===== config.mk =====
export PLATFORM = sky130hd
export DESIGN_NAME = k005297_bdi_deserializer
export DESIGN_NICKNAME = d
export VERILOG_FILES = /design/src/rtl/k005297_bdi_deserializer.sv
export SDC_FILE = /design/constraint.sdc
export NUM_CORES = 1
export LEC_CHECK = 0
export BUFFER_PORTS_ARGS = -buffer_cell sky130_fd_sc_hd__buf_2
export CAP_MARGIN = 20
export CORE_MARGIN = 2
export CORE_UTILIZATION = 55
export CTS_BUF_LIST = sky130_fd_sc_hd__clkbuf_4 sky130_fd_sc_hd__clkbuf_8
export CTS_CLUSTER_SIZE = 30
export DETAILED_ROUTE_END_ITERATION = 16
export GPL_ROUTABILITY_DRIVEN = 0
export HOLD_SLACK_MARGIN = 0.06
export PLACE_DENSITY = 0.75
export SETUP_SLACK_MARGIN = 0.02
export SYNTH_ARGS = -nofsm -noshare
export SYNTH_HDL_FRONTEND = slang
export SYNTH_SLANG_ARGS = --single-unit

===== constraint.sdc =====
create_clock -name i_MCLK -period 2.65 [get_ports i_MCLK]
set_input_delay 0.53 -clock i_MCLK [delete_from_list [all_inputs] [get_ports i_MCLK]]
set_output_delay 0.53 -clock i_MCLK [all_outputs]
set_load 0.05 [all_outputs]

===== src/rtl/k005297_bdi_deserializer.sv =====
// k005297_bdi_deserializer
// Assembles the muxed bubble-data-in bit stream LSB-first into bytes. The bytes
// are buffered in a small FIFO and handed to the host/DMA write side over a
// valid/ready handshake. The block also counts the bytes of a page, pulses on
// page completion and flags bytes dropped because the FIFO was full.
//
// Ports
//   i_MCLK          master clock
//   i_SYS_RST       synchronous reset, active-high
//   i_CLK2M_PCEN_n  2 MHz clock enable, active-low (gates sampling, FSM, pushes)
//   i_PAGE_START    page start / restart request
//   i_BIT_VALID     bit strobe from the upstream shift stage
//   i_MUXED_BDI     muxed bubble data bit
//   o_BYTE_DATA     FIFO head byte (registered)
//   o_BYTE_VALID    FIFO head valid (registered)
//   i_BYTE_READY    consumer accepts the head byte (pops are not enable-gated)
//   o_BYTE_CNT      bytes assembled in the current page, saturating
//   o_PAGE_DONE     one-MCLK pulse once the page is complete and the FIFO drained
//   o_OVERRUN       sticky flag: a byte was dropped on a full FIFO
//   o_BUSY          FSM is in RECV or DRAIN
module k005297_bdi_deserializer #(
  parameter int unsigned PAGE_BYTES = 64,
  parameter int unsigned FIFO_DEPTH = 4
) (
  input  logic                          i_MCLK,
  input  logic                          i_SYS_RST,
  input  logic                          i_CLK2M_PCEN_n,
  input  logic                          i_PAGE_START,
  input  logic                          i_BIT_VALID,
  input  logic                          i_MUXED_BDI,
  output logic [7:0]                    o_BYTE_DATA,
  output logic                          o_BYTE_VALID,
  input  logic                          i_BYTE_READY,
  output logic [$clog2(PAGE_BYTES):0]   o_BYTE_CNT,
  output logic                          o_PAGE_DONE,
  output logic                          o_OVERRUN,
  output logic                          o_BUSY
);

  localparam int unsigned CW = $clog2(PAGE_BYTES) + 1;
  localparam int unsigned AW = $clog2(FIFO_DEPTH);
  localparam int unsigned PW = AW + 1;

  typedef enum logic [1:0] {
    ST_IDLE  = 2'd0,
    ST_RECV  = 2'd1,
    ST_DRAIN = 2'd2
  } state_t;

  state_t          r_state;
  state_t          w_state_nxt;

  // Only the upper seven bits are kept; bit 0 is shifted out on every sample.
  logic [7:1]      r_sr;
  logic [2:0]      r_bit_cnt;
  logic [CW-1:0]   r_byte_cnt;
  logic            r_overrun;
  logic            r_page_done;
  logic            r_busy;

  logic [7:0]      r_mem [FIFO_DEPTH];
  logic [PW-1:0]   r_wr_ptr;
  logic [PW-1:0]   r_rd_ptr;
  logic [7:0]      r_byte_data;
  logic            r_byte_valid;

  logic            w_en;
  logic            w_clear;
  logic            w_shift;
  logic            w_byte_done;
  logic            w_page_done_nxt;
  logic [7:0]      w_byte;
  logic            w_empty;
  logic            w_full;
  logic            w_pop;
  logic            w_push_ok;
  logic            w_drop;
  logic [PW-1:0]   w_rd_nxt;

  assign w_en      = ~i_CLK2M_PCEN_n;
  assign w_byte    = {i_MUXED_BDI, r_sr[7:1]};
  assign w_empty   = (r_wr_ptr == r_rd_ptr);
  assign w_full    = ((r_wr_ptr - r_rd_ptr) == PW'(FIFO_DEPTH));
  assign w_pop     = r_byte_valid & i_BYTE_READY;
  // A pop on the same edge frees the slot the push needs.
  assign w_push_ok = w_byte_done & (~w_full | w_pop);
  assign w_drop    = w_byte_done & w_full & ~w_pop;
  assign w_rd_nxt  = r_rd_ptr + PW'(w_pop);

  // State register
  always_ff @(posedge i_MCLK) begin
    if (i_SYS_RST) begin
      r_state <= ST_IDLE;
    end else begin
      r_state <= w_state_nxt;
    end
  end

  // Next-state and datapath control
  always_comb begin
    w_state_nxt     = r_state;
    w_clear         = 1'b0;
    w_shift         = 1'b0;
    w_byte_done     = 1'b0;
    w_page_done_nxt = 1'b0;
    if (w_en) begin
      case (r_state)
        ST_IDLE: begin
          if (i_PAGE_START) begin
            w_state_nxt = ST_RECV;
            w_clear     = 1'b1;
          end
        end
        ST_RECV: begin
          // A restart wins over a coinciding 8th bit.
          if (i_PAGE_START) begin
            w_clear = 1'b1;
          end else if (i_BIT_VALID) begin
            w_shift = 1'b1;
            if (r_bit_cnt == 3'd7) begin
              w_byte_done = 1'b1;
              if (r_byte_cnt == CW'(PAGE_BYTES - 1)) begin
                w_state_nxt = ST_DRAIN;
              end
            end
          end
        end
        ST_DRAIN: begin
          if (w_empty) begin
            w_state_nxt     = ST_IDLE;
            w_page_done_nxt = 1'b1;
          end
        end
        default: begin
          w_state_nxt = ST_IDLE;
        end
      endcase
    end
  end

  // Shift register, counters and status flags
  always_ff @(posedge i_MCLK) begin
    if (i_SYS_RST) begin
      r_sr        <= '0;
      r_bit_cnt   <= '0;
      r_byte_cnt  <= '0;
      r_overrun   <= 1'b0;
      r_page_done <= 1'b0;
      r_busy      <= 1'b0;
    end else begin
      if (w_clear) begin
        r_sr       <= '0;
        r_bit_cnt  <= '0;
        r_byte_cnt <= '0;
        r_overrun  <= 1'b0;
      end else if (w_shift) begin
        r_sr      <= w_byte[7:1];
        r_bit_cnt <= r_bit_cnt + 3'd1;
        if (w_byte_done && (r_byte_cnt != CW'(PAGE_BYTES))) begin
          r_byte_cnt <= r_byte_cnt + CW'(1);
        end
        if (w_drop) begin
          r_overrun <= 1'b1;
        end
      end
      r_page_done <= w_page_done_nxt;
      r_busy      <= (w_state_nxt != ST_IDLE);
    end
  end

  // FIFO storage; contents need no reset because the pointers define occupancy
  always_ff @(posedge i_MCLK) begin
    if (w_push_ok) begin
      r_mem[r_wr_ptr[AW-1:0]] <= w_byte;
    end
  end

  // FIFO pointers and registered head. The head is taken from the post-pop read
  // pointer against the pre-push write pointer, so a fresh push shows up one
  // cycle later and a popped entry is never presented twice.
  always_ff @(posedge i_MCLK) begin
    if (i_SYS_RST) begin
      r_wr_ptr     <= '0;
      r_rd_ptr     <= '0;
      r_byte_valid <= 1'b0;
      r_byte_data  <= '0;
    end else begin
      if (w_push_ok) begin
        r_wr_ptr <= r_wr_ptr + PW'(1);
      end
      r_rd_ptr     <= w_rd_nxt;
      r_byte_valid <= (r_wr_ptr != w_rd_nxt);
      r_byte_data  <= r_mem[w_rd_nxt[AW-1:0]];
    end
  end

  assign o_BYTE_DATA  = r_byte_data;
  assign o_BYTE_VALID = r_byte_valid;
  assign o_BYTE_CNT   = r_byte_cnt;
  assign o_PAGE_DONE  = r_page_done;
  assign o_OVERRUN    = r_overrun;
  assign o_BUSY       = r_busy;

endmodule


==> impl_metrics.yaml <==
power_and_ir_drop:
  p_int_w: 0.00167
  cellLeakagePower_nw: 1.28
  p_switching_w: 0.000439
  switching_share: 0.209
  p_clk_frac: 0.442
  p_seq_frac: 0.529
  irDropWorstVdd_v: 0.000386
  power_frac_comb: 0.029
  p_per_area_nw_per_um2: 639
logic_synthesis:
  muxShareOfSynthArea: 0.104
  netlist_instances: 226
  synthSimpleGateAreaFrac: 0.150
  synth_xor_area_frac: 0.0242
  yosysTopAreaCell: "edfxtp_1"
  synth.most_common_cell: "dfxtp_1"
  synth_top_area_frac: 0.331
  ys_warn_count: 0
  synthAdderAreaFrac: 0.0518
  synthDistinctLibCells: 43
  syn_nets: 245
  syn_avg_cell_area_um2: 12.8
  synth-seq-cells: 69
  synth_top_family_by_area: "simple AND/OR/NAND/NOR gates"
  async_flop_share: 0
  yosysSeqAreaShare: 0.587
  synth_common_cells: "dfxtp_1, edfxtp_1, nor2_1"
  synthesis.area_um2: 2900
  synth_ff_type: "dfxtp_1"
  synthTopCellsByArea: "edfxtp_1, dfxtp_1, mux4_2, ha_1, mux2i_1"
  synth-edff-count: 32
  synth_compound_area_frac: 0.0570
hold_path:
  whs_endpoint: "r_mem[2][7]"
  min_path_cells: 1
  hold_path_class: "input pin to register"
  hold_start: "i_MUXED_BDI"
run:
  max-cap-violations: 0
clock_tree:
  ctsResizeCount: 0
  cts_buffers: 9
  numClockSinks: 69
  cts-root-buf: "clkbuf_8"
  cts_hold_buf: 0
  post_cts_buffers: 0
  cts_buffer_depth: 2
  clk_latency_ns: 0.35
  cts_tree: "built"
  clk_pin_slew_worst_paths_ns: 0.07
  htreeDepth: 3
setup_path:
  rr_startpoint: "r_wr_ptr[0]"
  critPathLaunchType: "register"
  max_stage_delay_ns: 0.52
  crit_start: "r_wr_ptr[0]"
  crit_path_top_delay_cell: "xnor2_1"
  r2r_cells: 6
  worstSetupEndpointType: "register"
  regToRegSetupSlack_ns: 0.38
  path_class: "register to register"
  critPathRequiredTime_ns: 2.65
  crit_chain: "inv_1 > ha_1 > nand2b_1 > xnor2_1 > o21a_1 > and2_1"
  reg2reg_to: "r_mem[0][1]"
  crit_fanout: 8
  cp.arrival_ns: 2.27
placed_design:
  portBuffers: 25
  pre_cts_slack_ns: 0.407
  hpwl_um: 3490
detailed_routing:
  via_per_inst: 5.51
  drt_iter0_drc: 144
  ant_nets: 0
  drc: 0
  wl_um: 5230
  drt_pass1_iterations: 4
  wl_per_cell_um: 15.9
  num_vias: 1814
final_layout:
  fillers: 398
  antennaDiodeCount: 0
  nets: 273
  drive_gt1_frac: 0.220
  syn2layout_area_growth_pct: 13.9
die:
  die_y_um: 76.6
  core_um2: 5110
  rows: 26
  initial_core_util: 0.568
  pin_count: 26
  dieArea_um2: 5870
  die_width_um: 76.6
sta:
  period_share: 0.856
  setup-tns-final_ns: 0
  relSlewSlack: 0.573
  finalClockSkew_ns: 0.00586
  rsz0062_at_grt: "false"
  slew_violations: 0
  setup_violations: 0
  whs_ns: 0.455
  final.min_clock_period_ns: 2.27
  setup_slack_ns: 0.380
  worst_pin_slew_ns: 0.636
  clock.fmax_mhz: 441
  final_hold_viol_count: 0
global_route:
  grt_pass1_wl_um: 8720
  grt_max_degree: 20
  track_usage: 0.198
  gr-total-overflow: 0
  grt_pass1_vias: 1792
  antenna_found_initial: 0
run_status:
  status: "finished, final reports clean"
placed cells by master (no fill, tap or decap), types with 3 or more instances in the layout:
master and count:
nor2_1 16, o311ai_0 3, a31oi_1 4, nand4_1 3, nand2_1 6, mux2i_1 11
and2_1 13, nor2b_1 3, nand2b_1 4, ha_1 12, clkbuf_8 9, mux4_2 8
nand3_1 6, a21oi_1 8, o21ai_0 4, edfxtp_1 32, dfxtp_1 37, inv_1 8
buf_2 25, xnor2_1 6, nor3b_1 3
sequential cells by signal, summed over array words and instances, names as in the netlist, 2 cells and up:
register / cells
o_BYTE_CNT: 7
r_wr_ptr: 3
r_bit_cnt: 3
r_state: 2
r_sr: 7
r_rd_ptr: 3
o_BYTE_DATA: 8
r_mem: 32
worst max-delay path, delay by kind of cell (launching register included):
| family | cells | cell delay, ns |
|---|---|---|
| xor gates and xnor gates | 1 | 0.52 |
| and+or+nand+nor | 2 | 0.47 |
| DFF | 1 | 0.38 |
| AOI/OAI and AO/OA | 1 | 0.26 |
| adders and majority gates | 1 | 0.15 |
| buffers and inverters | 1 | 0.14 |
cells by family (layout without fill, tap and decap cells):
kind of cell               after synthesis  in the layout
and+or+nand+nor                         73             73
DFF                                     69             69
AOI/OAI and AO/OA                       26             26
muxes                                   20             20
buffers and inverters                   18             51
adders and majority gates               12             12
xor gates and xnor gates                 8              8
worst max-delay path by stage:
stage          slack, ns  cells past startpoint             end
5_1_grt             0.18                      6     r_mem[3][1]
2_1_floorplan       0.55                      6   o_BYTE_CNT[5]
6_report            0.38                      6     r_mem[0][1]
3_3_place_gp        0.47                      6  o_BYTE_DATA[2]
4_1_cts             0.39                      6     r_mem[0][1]
3_5_place_dp        0.41                      5     r_mem[0][0]
power by group through the flow:
stage                     clock network [W]  registers (W)   logic, W
after CTS                          0.000954        0.00111  0.0000611
after global routing                0.00100        0.00111  0.0000652
after floorplan                           0        0.00115  0.0000301
final                              0.000932        0.00111  0.0000612
after global placement                    0        0.00114  0.0000594
after detailed placement                  0        0.00114  0.0000604
metrics by stage:
stage	power, W	utilization	cells	area [um^2]
6_report	0.00211	0.646	329	3300
3_5_place_dp	0.00120	0.603	313	3080
4_1_cts	0.00213	0.646	329	3300
2_1_floorplan	0.00118	-	226	2900
5_1_grt	0.00218	0.646	329	3300
3_3_place_gp	0.00120	0.603	313	3080
routing by layer:
| layer | wire [um] | up-vias | track usage |
|---|---|---|---|
| li1 | - | 885 | - |
| met1 | 2380 | 868 | 0.254 |
| met2 | 2500 | 53 | 0.303 |
| met3 | 247 | 8 | 0.0509 |
| met4 | 103 | 0 | 0.120 |
| met5 | 0 | - | 0 |
layout make-up:
| cell class | instances | area (um^2) | share of cell area |
|---|---|---|---|
| flip-flops and latches | 69 | 1700 | 0.516 |
| inverters | 8 | 30.0 | 0.00910 |
| repair buffers | 27 | 140 | 0.0425 |
| well taps | 70 | 87.6 | 0.0265 |
| clock inverters | 6 | 87.6 | 0.0265 |
| multi-input cells | 139 | 1120 | 0.340 |
| clock buffers | 10 | 131 | 0.0398 |
No activity file was read; power rests on OpenSTA's default activity.
